### src/rtl/async_sram_responder_pkg.sv
// -----------------------------------------------------------------------------
// async_sram_responder_pkg
// Shared definitions for the async SRAM responder: the FSM state encoding, the
// packed view of the active-low strobe pins, the byte-lane width and helpers
// that map the lane enables onto strobes and per-bit DQ output enables.
// -----------------------------------------------------------------------------
package async_sram_responder_pkg;

    typedef enum logic [1:0] {
        ST_IDLE    = 2'd0,
        ST_WR_REQ  = 2'd1,
        ST_RD_REQ  = 2'd2,
        ST_RD_WAIT = 2'd3
    } state_e;

    localparam int LANE_W = 8;

    // Strobe pins as seen on the pads, all active-low.
    typedef struct packed {
        logic cs_n;
        logic oe_n;
        logic we_n;
        logic ub_n;
        logic lb_n;
    } strobe_t;

    localparam int      STROBE_W    = $bits(strobe_t);
    // Every strobe deasserted: this is what the pins look like with no host activity.
    localparam strobe_t STROBE_IDLE = '{default: 1'b1};

    // Active-high byte strobes {ub, lb} from the active-low lane enables.
    function automatic logic [1:0] lane_strb(input logic ub_n, input logic lb_n);
        return {~ub_n, ~lb_n};
    endfunction

    // Per-bit DQ output enable: upper byte follows ub_n, lower byte follows lb_n.
    function automatic logic [2*LANE_W-1:0] lane_oe(input logic ub_n, input logic lb_n);
        return {{LANE_W{~ub_n}}, {LANE_W{~lb_n}}};
    endfunction

endpackage

### src/rtl/async_sram_responder_sync.sv
// -----------------------------------------------------------------------------
// async_sram_responder_sync
// WIDTH-bit, STAGES-deep flop synchroniser for pad inputs. All stages reset to
// RST_VAL so the downstream logic sees a quiet bus until the chain refills.
// Ports:
//   clk  in  1      sampling clock
//   rst  in  1      asynchronous, active-high reset
//   d    in  WIDTH  asynchronous pad value
//   q    out WIDTH  synchronised value, STAGES clk later
// -----------------------------------------------------------------------------
module async_sram_responder_sync #(
    parameter int               WIDTH   = 1,
    parameter int               STAGES  = 2,
    parameter logic [WIDTH-1:0] RST_VAL = '0
) (
    input  logic             clk,
    input  logic             rst,
    input  logic [WIDTH-1:0] d,
    output logic [WIDTH-1:0] q
);

    logic [WIDTH-1:0] stage_q [STAGES];

    // NOTE: this flop array is reset like any other register (it is a few
    // flops, not a RAM); leaving it unreset would let a stale pin value fire a
    // spurious write edge straight out of reset.
    always_ff @(posedge clk or posedge rst) begin
        if (rst) begin
            for (int i = 0; i < STAGES; i++) begin
                stage_q[i] <= RST_VAL;
            end
        end else begin
            stage_q[0] <= d;
            for (int i = 1; i < STAGES; i++) begin
                stage_q[i] <= stage_q[i-1];
            end
        end
    end

    assign q = stage_q[STAGES-1];

endmodule

### src/rtl/async_sram_responder.sv
// -----------------------------------------------------------------------------
// async_sram_responder
// Target side of the async SRAM pin protocol. Oversamples the SRAM pins into
// clk, turns write pulses and read windows into requests on a single-
// outstanding synchronous memory port, and drives DQ back on reads.
// Ports:
//   clk, rst                   clock; asynchronous active-high reset
//   padin_sram_*               A, DQ and active-low strobes from the pads
//   padout_sram_dq             DQ drive value (registered read data)
//   padoe_sram_dq              per-bit DQ output enable
//   mem_valid/ready            request handshake
//   mem_write/addr/wdata/wstrb request fields, stable while valid && !ready
//   mem_rvalid/rdata           read data return, one-cycle pulse
//   err_overrun                sticky: a write edge arrived while busy
// -----------------------------------------------------------------------------
module async_sram_responder
    import async_sram_responder_pkg::*;
#(
    parameter int N_SRAM_A    = 18,
    parameter int N_SRAM_DQ   = 16,
    parameter int SYNC_STAGES = 2
) (
    input  logic                 clk,
    input  logic                 rst,
    input  logic [N_SRAM_A-1:0]  padin_sram_a,
    input  logic [N_SRAM_DQ-1:0] padin_sram_dq,
    input  logic                 padin_sram_cs_n,
    input  logic                 padin_sram_oe_n,
    input  logic                 padin_sram_we_n,
    input  logic                 padin_sram_ub_n,
    input  logic                 padin_sram_lb_n,
    output logic [N_SRAM_DQ-1:0] padout_sram_dq,
    output logic [N_SRAM_DQ-1:0] padoe_sram_dq,
    output logic                 mem_valid,
    input  logic                 mem_ready,
    output logic                 mem_write,
    output logic [N_SRAM_A-1:0]  mem_addr,
    output logic [N_SRAM_DQ-1:0] mem_wdata,
    output logic [1:0]           mem_wstrb,
    input  logic                 mem_rvalid,
    input  logic [N_SRAM_DQ-1:0] mem_rdata,
    output logic                 err_overrun
);

    if (N_SRAM_DQ != 2 * LANE_W) begin : g_width_check
        $error("async_sram_responder: N_SRAM_DQ must be two byte lanes");
    end

    localparam int DATA_W = N_SRAM_A + N_SRAM_DQ;

    // ---------------------------------------------------------------- syncs
    strobe_t             strobe_pin;
    strobe_t             strobe_s;
    logic [DATA_W-1:0]   data_s;
    logic [N_SRAM_A-1:0] a_s;
    logic [N_SRAM_DQ-1:0] dq_s;

    assign strobe_pin = '{cs_n: padin_sram_cs_n, oe_n: padin_sram_oe_n,
                          we_n: padin_sram_we_n, ub_n: padin_sram_ub_n,
                          lb_n: padin_sram_lb_n};

    async_sram_responder_sync #(
        .WIDTH   (STROBE_W),
        .STAGES  (SYNC_STAGES),
        .RST_VAL (STROBE_IDLE)
    ) u_sync_strobe (
        .clk (clk),
        .rst (rst),
        .d   (strobe_pin),
        .q   (strobe_s)
    );

    async_sram_responder_sync #(
        .WIDTH   (DATA_W),
        .STAGES  (SYNC_STAGES),
        .RST_VAL ('0)
    ) u_sync_data (
        .clk (clk),
        .rst (rst),
        .d   ({padin_sram_a, padin_sram_dq}),
        .q   (data_s)
    );

    assign a_s  = data_s[DATA_W-1 -: N_SRAM_A];
    assign dq_s = data_s[N_SRAM_DQ-1:0];

    // ---------------------------------------------------------------- state
    state_e               state_q,     state_d;
    strobe_t              strobe_p_q,  strobe_p_d;
    logic [N_SRAM_A-1:0]  a_p_q,       a_p_d;
    logic [N_SRAM_DQ-1:0] dq_p_q,      dq_p_d;
    logic                 mem_valid_q, mem_valid_d;
    logic                 mem_write_q, mem_write_d;
    logic [N_SRAM_A-1:0]  mem_addr_q,  mem_addr_d;
    logic [N_SRAM_DQ-1:0] mem_wdata_q, mem_wdata_d;
    logic [1:0]           mem_wstrb_q, mem_wstrb_d;
    logic [N_SRAM_A-1:0]  rd_addr_q,   rd_addr_d;
    logic                 rd_valid_q,  rd_valid_d;
    logic                 rd_stale_q,  rd_stale_d;
    logic [N_SRAM_DQ-1:0] padout_q,    padout_d;
    logic [N_SRAM_DQ-1:0] padoe_q,     padoe_d;
    logic                 err_q,       err_d;

    logic wr_event;
    logic rd_window;
    logic rd_window_prev;
    logic rd_addr_match;
    logic rd_issue;

    // NOTE: every signal assigned here gets its default first, so no path
    // leaves one unassigned and no latch is inferred.
    always_comb begin
        // Write edge: WE_n was low under CS_n in the previous sample, high now.
        wr_event       = !strobe_p_q.cs_n && !strobe_p_q.we_n && strobe_s.we_n;
        rd_window      = !strobe_s.cs_n && !strobe_s.oe_n && strobe_s.we_n;
        rd_window_prev = !strobe_p_q.cs_n && !strobe_p_q.oe_n && strobe_p_q.we_n;
        rd_addr_match  = (a_s == rd_addr_q);
        rd_issue       = (state_q == ST_IDLE) && !wr_event && rd_window &&
                         (!rd_window_prev || !rd_addr_match || !rd_valid_q);

        state_d     = state_q;
        strobe_p_d  = strobe_s;
        a_p_d       = a_s;
        dq_p_d      = dq_s;
        mem_valid_d = mem_valid_q;
        mem_write_d = mem_write_q;
        mem_addr_d  = mem_addr_q;
        mem_wdata_d = mem_wdata_q;
        mem_wstrb_d = mem_wstrb_q;
        rd_addr_d   = rd_addr_q;
        rd_valid_d  = rd_valid_q;
        rd_stale_d  = rd_stale_q;
        padout_d    = padout_q;
        err_d       = err_q | (wr_event && (state_q != ST_IDLE));

        case (state_q)
            ST_IDLE: begin
                if (wr_event) begin
                    // Capture from the last sample taken while WE_n was low.
                    state_d     = ST_WR_REQ;
                    mem_valid_d = 1'b1;
                    mem_write_d = 1'b1;
                    mem_addr_d  = a_p_q;
                    mem_wdata_d = dq_p_q;
                    mem_wstrb_d = lane_strb(strobe_p_q.ub_n, strobe_p_q.lb_n);
                    // Held read data may now be out of date.
                    rd_valid_d  = 1'b0;
                end else if (rd_issue) begin
                    state_d     = ST_RD_REQ;
                    mem_valid_d = 1'b1;
                    mem_write_d = 1'b0;
                    mem_addr_d  = a_s;
                    mem_wdata_d = '0;
                    mem_wstrb_d = 2'b00;
                    rd_addr_d   = a_s;
                    rd_valid_d  = 1'b0;
                    rd_stale_d  = 1'b0;
                end
            end
            ST_WR_REQ: begin
                if (mem_ready) begin
                    state_d     = ST_IDLE;
                    mem_valid_d = 1'b0;
                end
            end
            ST_RD_REQ: begin
                if (mem_ready) begin
                    state_d     = ST_RD_WAIT;
                    mem_valid_d = 1'b0;
                end
            end
            ST_RD_WAIT: begin
                if (mem_rvalid) begin
                    state_d    = ST_IDLE;
                    padout_d   = mem_rdata;
                    // Only keep the data if the host is still reading that address.
                    rd_valid_d = !rd_stale_q && rd_window && rd_addr_match;
                end
            end
            default: state_d = ST_IDLE;
        endcase

        // A window that closes or moves while the read is in flight makes the
        // returned data useless, even if the pins come back before it lands.
        if ((state_q == ST_RD_REQ || state_q == ST_RD_WAIT) &&
            !(rd_window && rd_addr_match)) begin
            rd_stale_d = 1'b1;
        end

        // Drive only valid data for the address currently on the pins; an
        // issue clears rd_valid_d, so padoe drops in the issue cycle.
        padoe_d = (rd_window && rd_valid_d && rd_addr_match)
                  ? lane_oe(strobe_s.ub_n, strobe_s.lb_n) : '0;
    end

    // NOTE: state updates use non-blocking assignments so every register
    // samples pre-edge values, independent of statement order.
    always_ff @(posedge clk or posedge rst) begin
        if (rst) begin
            state_q     <= ST_IDLE;
            strobe_p_q  <= STROBE_IDLE;
            a_p_q       <= '0;
            dq_p_q      <= '0;
            mem_valid_q <= 1'b0;
            mem_write_q <= 1'b0;
            mem_addr_q  <= '0;
            mem_wdata_q <= '0;
            mem_wstrb_q <= 2'b00;
            rd_addr_q   <= '0;
            rd_valid_q  <= 1'b0;
            rd_stale_q  <= 1'b0;
            padout_q    <= '0;
            padoe_q     <= '0;
            err_q       <= 1'b0;
        end else begin
            state_q     <= state_d;
            strobe_p_q  <= strobe_p_d;
            a_p_q       <= a_p_d;
            dq_p_q      <= dq_p_d;
            mem_valid_q <= mem_valid_d;
            mem_write_q <= mem_write_d;
            mem_addr_q  <= mem_addr_d;
            mem_wdata_q <= mem_wdata_d;
            mem_wstrb_q <= mem_wstrb_d;
            rd_addr_q   <= rd_addr_d;
            rd_valid_q  <= rd_valid_d;
            rd_stale_q  <= rd_stale_d;
            padout_q    <= padout_d;
            padoe_q     <= padoe_d;
            err_q       <= err_d;
        end
    end

    assign padout_sram_dq = padout_q;
    assign padoe_sram_dq  = padoe_q;
    assign mem_valid      = mem_valid_q;
    assign mem_write      = mem_write_q;
    assign mem_addr       = mem_addr_q;
    assign mem_wdata      = mem_wdata_q;
    assign mem_wstrb      = mem_wstrb_q;
    assign err_overrun    = err_q;

endmodule

### config.mk
export PLATFORM = sky130hd
export DESIGN_NAME = async_sram_responder
export DESIGN_NICKNAME = d
export VERILOG_FILES = /design/src/rtl/async_sram_responder_pkg.sv /design/src/rtl/async_sram_responder_sync.sv /design/src/rtl/async_sram_responder.sv
export SDC_FILE = /design/constraint.sdc
export NUM_CORES = 1
export LEC_CHECK = 0
export BUFFER_PORTS_ARGS = -buffer_cell sky130_fd_sc_hd__buf_2
export CORE_ASPECT_RATIO = 1.4
export CORE_MARGIN = 2
export CORE_UTILIZATION = 55
export DETAILED_ROUTE_END_ITERATION = 8
export PLACE_DENSITY = 0.8
export SLEW_MARGIN = 20
export SYNTH_ARGS = -nofsm -noshare
export SYNTH_HDL_FRONTEND = slang
export SYNTH_SLANG_ARGS = --single-unit
### constraint.sdc
create_clock -name clk -period 16.7 [get_ports clk]
set_clock_uncertainty 0.05 [all_clocks]
set_input_delay 4.175 -clock clk [delete_from_list [all_inputs] [get_ports clk]]
set_output_delay 4.175 -clock clk [all_outputs]
set_load 0.02 [all_outputs]
* Yosys cells after proc, flatten, opt, wreduce, memory -nomap -nowiden *
Cells that the tools add are included.

operators by class
  multiplexer cells = 26
  bitwise logic cells = 6
  reductions and logical operators = 43
  eq/ne operators = 10

operators by type and width
  cell                  number
  $mux W16              3
  $mux W18              2
  $eq A18 B18 Y1        1
  $logic_and A1 B1 Y1   16
  $mux W2               7
  $logic_not A1 Y1      11
  $mux W1               11
  $reduce_bool A2 Y1    5
  $reduce_and A3 Y1     3
  $pmux W2 S4           1
  $ne A2 B2 Y1 const B  3
  $not A1 Y1            5
  $eq A2 B2 Y1 const B  2
  $ne A2 B1 Y1 const B  2
  $pmux W1 S2           2
  $reduce_and A2 Y1     2
  $reduce_and A4 Y1     1
  $logic_or A1 B1 Y1    3
  $ne A3 B3 Y1 const B  1
  $eq A2 B1 Y1 const B  1
  $logic_not A2 Y1      1
  $reduce_or A2 Y1      1
  $or A1 B1 Y1          1

word-level totals
  word-level logic and storage cells = 108
  flip-flop bits (word level) = 210

* Depth between registers and ports, before layout *
  word-level depth = 13
  mapped depth = 8
  depth with buffers taken out = 7

* Modules after synthesis *
Synthesis repeated with hierarchy kept, for this count alone.

second synthesis, totals
  cell total of the unflattened synthesis = 465
  area, all modules = 6916.6 µm²

by module, submodules not included
  module                                      instances  area an instance (µm²)  cells an instance  sequential area each (µm²)
  async_sram_responder                        1          4652.0                  346                2959.1
  async_sram_responder_sync at u_sync_data    1          1960.6                  103                1701.6
  async_sram_responder_sync at u_sync_strobe  1          304.0                   16                 262.8

* Worst setup path after synthesis *
Ideal clock, no wire load.

  path kind = input-to-reg
  start = input port mem_rvalid
  end = register padout_q[0], in the netlist padout_sram_dq[0]
  stages on the path = 3
  setup time = 0.125 ns
  data arrival time = 5.084 ns
  path buffers = 1
  slack = 11.441 ns
  required time = 16.525 ns
  cell sequence = nand2_1 clkbuf_1 mux2_2

on the way
  word-level cells in the longest chain between the ends = 1

RTL lines
  what                                RTL line                     RTL
  start, declared                     async_sram_responder.sv:40   input logic mem_rvalid,
  $reduce_and A2 Y1 (no source line)  -
  end signal, assigned                async_sram_responder.sv:228  padout_q <= padout_d;
  end, declared                       async_sram_responder.sv:100  logic [N_SRAM_DQ-1:0] padout_q, padout_d;

No other way between the ends.
A chain may end at the register's enable or synchronous reset.

==> summary.txt <==
Job
  – MaxCap Viol Count: 0

Worst setup path
  – CP endpoint kind: asynchronous set/reset pin
  – Critical Path, Cell by Cell: buf_2, inv_8, buf_4
  – Crit Path Category: primary input to asynchronous set/reset pin
  – Critical Path AT: 5700 ps
  – RR Endpoint: rd_addr_q[12]$_DFFE_PP0P_
  – CP required: 17060 ps
  – Worst setup endpoint: rd_addr_q[11]$_DFFE_PP0P_
  – CP max FO: 118
  – FF-to-FF Start: u_sync_data.q[21]$_DFF_PP0_
  – Setup crit start: rst
  – Startpoint Class: primary input
  – Worst path max stage delay: 840 ps
  – Slowest CP cell: buf_4
  – R2R Setup Slk: 13830 ps
  – Worst r2r path cells: 7

Global route
  – Pin count of the biggest net entering global routing: 119
  – Gr usage total: 0.1989
  – Vias in the first global route: 3877
  – Initial antenna violation count: 0
  – Total grt overflow: 0
  – First-pass GRT wire length: 19.00 mm

STA
  – Final setup fails: 0
  – Slew @ Worst Pin: 1022 ps
  – Max-slew violations: 0
  – Post-route setup slack: 11360 ps
  – Sum Neg Setup Slack: 0 ps
  – Fmax: 187.3 MHz
  – Worst slew margin: 0.3168
  – Post-route minimum period: 5339 ps
  – Fin crit share: 0.3197
  – RSZ-0062 raised after global routing: no
  – Final Hold Viols: 0

Place
  – Dpl ws: 10780 ps
  – Placed cells: 674
  – Cell Area, Placed: 0.007238 mm^2
  – Buffers on Ports: 129
  – Hpwl dp: 7.344 mm
  – Placer Congestion: 0.7613

Pwr
  – Psw: 0.4336 mW
  – Internal power: 0.9336 mW
  – Power share of the combinational group: 0.255
  – Pwr Density: 175.2 mW/mm^2
  – Sequential power share: 0.465
  – Max IR drop VDD: 0.09907 mV
  – Sw frac: 0.3172
  – Clock group share of total power: 0.280
  – Pleak: 3.708 nW

Clock network
  – Hold buffer count at cts: 0
  – Post-CTS Resized: 0
  – H-tree level count: 4
  – Post-CTS Setup Repair Bufs: 0
  – Worst-path clk slew: 70 ps
  – Clock buffer depth: 2
  – Clock sink total: 196
  – Clock latency at the later pin of the worst-skew pair: 420 ps
  – CTS Buf Count: 17
  – CTS root buffer: clkbuf_16
  – CTS tree: yes

Synthesis
  – Post-synth cell types: 36
  – Synth Flop Type: dfrtp_1
  – Async SR Flop Fraction: 1.000
  – Cell count after synthesis: 422
  – Avg Cell Area, Syn: 15.51 um^2
  – EDFF count, synth: 0
  – Yosys warnings: 0
  – #FFs+latches synth: 196
  – Seq/Total Area, Yosys: 0.7524
  – Synth Cell Area: 0.006544 mm^2
  – Syn_nets: 485

Floorplanning
  – Initial core utilization: 0.5592
  – Chip width: 96.19 um
  – Die area: 0.01280 mm^2
  – Chip height: 133.1 um
  – Core area: 0.01170 mm^2
  – Num rows: 47
  – Top-Level Pins: 130

Routing
  – Drt wl/cell: 16.05 um
  – DRT iter0 DRCs: 165
  – Final wirelength: 11.33 mm
  – DR vias: 3580
  – Drt drc: 0
  – Post-DR vias/cell: 5.071
  – TritonRoute pass-1 iters: 4
  – Routed Antenna Nets: 0

Layout
  – Inserted Diodes: 0
  – Post-route cell area: 0.007805 mm^2
  – Share of cells above drive strength 1: 0.3971
  – Layout area overhead: 19.27%
  – Final net count: 609
  – Final Util: 0.6670
  – Post-Layout Cell Count: 706

Worst hold path
  – Hold Crit Class: flop to flop
  – WHS Path Cells: 0

Status
  – Status: complete, no violations
[kinds of logic after synthesis]
logic type	count (synthesis)	synth area share
AOI/OAI and AO/OA	33	0.04493
xor gates and xnor gates	18	0.02409
adders and majority gates	4	0.007648
buffers and inverters	34	0.03136
DFF	196	0.7524
muxes	34	0.05851
and+or+nand+nor	103	0.08107
[worst min-delay path by stage]
stage	start	end	slack, ps
floorplan	u_sync_data.q[0]$_DFF_PP0_	dq_p_q[0]$_DFF_PP0_	280
global placement	u_sync_data.q[2]$_DFF_PP0_	dq_p_q[2]$_DFF_PP0_	280
detailed placement	u_sync_data.stage_q[49]$_DFF_PP0_	u_sync_data.q[15]$_DFF_PP0_	280
CTS	u_sync_data.stage_q[67]$_DFF_PP0_	u_sync_data.q[33]$_DFF_PP0_	300
global route	u_sync_data.stage_q[65]$_DFF_PP0_	u_sync_data.q[31]$_DFF_PP0_	310
finish	u_sync_data.stage_q[67]$_DFF_PP0_	u_sync_data.q[33]$_DFF_PP0_	290
[per-stage QoR]
stage          power, mW  hold slack, ps
2_1_floorplan     0.8758           281.2
3_3_place_gp      0.9778           281.3
3_5_place_dp      0.9963           284.7
4_1_cts            1.385           297.0
5_1_grt            1.445           306.0
6_report           1.367           293.5
[synthesized netlist by cell type, drive strengths merged (2+ instances only)]
cell type	count	area share
dfrtp	181	0.69
nor2	45	0.026
mux2	34	0.059
a221o	19	0.029
buf	19	0.023
nor3	18	0.015
xnor2	16	0.021
dfstp	15	0.060
and2b	9	0.010
nor2b	9	0.0086
clkbuf	8	0.0046
nand2	8	0.0046
inv	7	0.0040
nand4	5	0.0048
ha	4	0.0076
a21oi	3	0.0023
a211oi	2	0.0023
a21o	2	0.0025
nand2b	2	0.0019
nand3	2	0.0015
nor4	2	0.0038
o22ai	2	0.0019
xor2	2	0.0027
[flip-flops by register name, indices dropped and copies added (netlist names)]
register and count:
u_sync_data.q 34, u_sync_data.stage_q 34, a_p_q 18, mem_addr 18, rd_addr_q 18, dq_p_q 16, mem_wdata 16, padout_sram_dq 16
strobe_p_q 5, u_sync_strobe.q 5, u_sync_strobe.stage_q 5, mem_wstrb 2, padoe_sram_dq 2, state_q 2, err_overrun 1, mem_valid 1
mem_write 1, rd_stale_q 1, rd_valid_q 1
[layout by cell type (no fill, tap or decap), types with 2 or more instances in the layout]
| master | Yosys | final |
|---|---|---|
| clkinvlp_4 | 0 | 2 |
| clkbuf_16 | 0 | 17 |
| dfstp_2 | 15 | 15 |
| o22ai_1 | 2 | 2 |
| nor2_1 | 45 | 44 |
| clkinv_2 | 0 | 2 |
| buf_2 | 2 | 129 |
| dfrtp_1 | 181 | 181 |
| nand2_1 | 8 | 8 |
| a221o_1 | 19 | 19 |
| nand2b_1 | 2 | 2 |
| nand4_1 | 5 | 5 |
| nor3_1 | 17 | 17 |
| buf_4 | 14 | 3 |
| nor4_2 | 2 | 2 |
| xnor2_1 | 16 | 16 |
| inv_8 | 0 | 5 |
| and2b_1 | 9 | 9 |
| clkbuf_8 | 0 | 2 |
| inv_6 | 0 | 4 |
| inv_1 | 6 | 5 |
| ha_1 | 4 | 4 |
| a211oi_1 | 2 | 2 |
| a21oi_1 | 3 | 3 |
| mux2_2 | 34 | 34 |
| nor2b_1 | 9 | 9 |
| xor2_1 | 2 | 2 |
| nand3_1 | 2 | 2 |
[layout make-up]
| type | instances | area (um^2) |
|---|---|---|
| tap | 147 | 183.9 |
| timing repair buffer | 132 | 668.1 |
| clock buffer | 19 | 452.9 |
| sequential | 196 | 4923 |
| inverter | 7 | 33.78 |
| multi-input combinational | 192 | 1429 |
| fill | 845 | 3897 |
| clock inverter | 13 | 113.9 |
[power by group through the flow]
stage	Sequential (mW)	Clock, mW	Combinational (mW)
finish	0.635	0.383	0.349
CTS	0.636	0.394	0.355
global route	0.649	0.415	0.381
floorplan	0.713	0	0.163
detailed placement	0.644	0	0.352
global placement	0.638	0	0.340
[critical path: cells and delay by family]
family	cells	cell delay (ps)
buffers and inverters	3	1460
[metal layers]
metal	share of wire	vias to the layer above	track usage	routed length [um]
li1	-	1669	-	-
met2	0.53	87	0.3287	5987
met3	0.038	18	0.04613	429
met1	0.42	1806	0.2543	4749
met5	0	-	0	0
met4	0.014	0	0.07460	161
(Power assumes the default switching activity.)
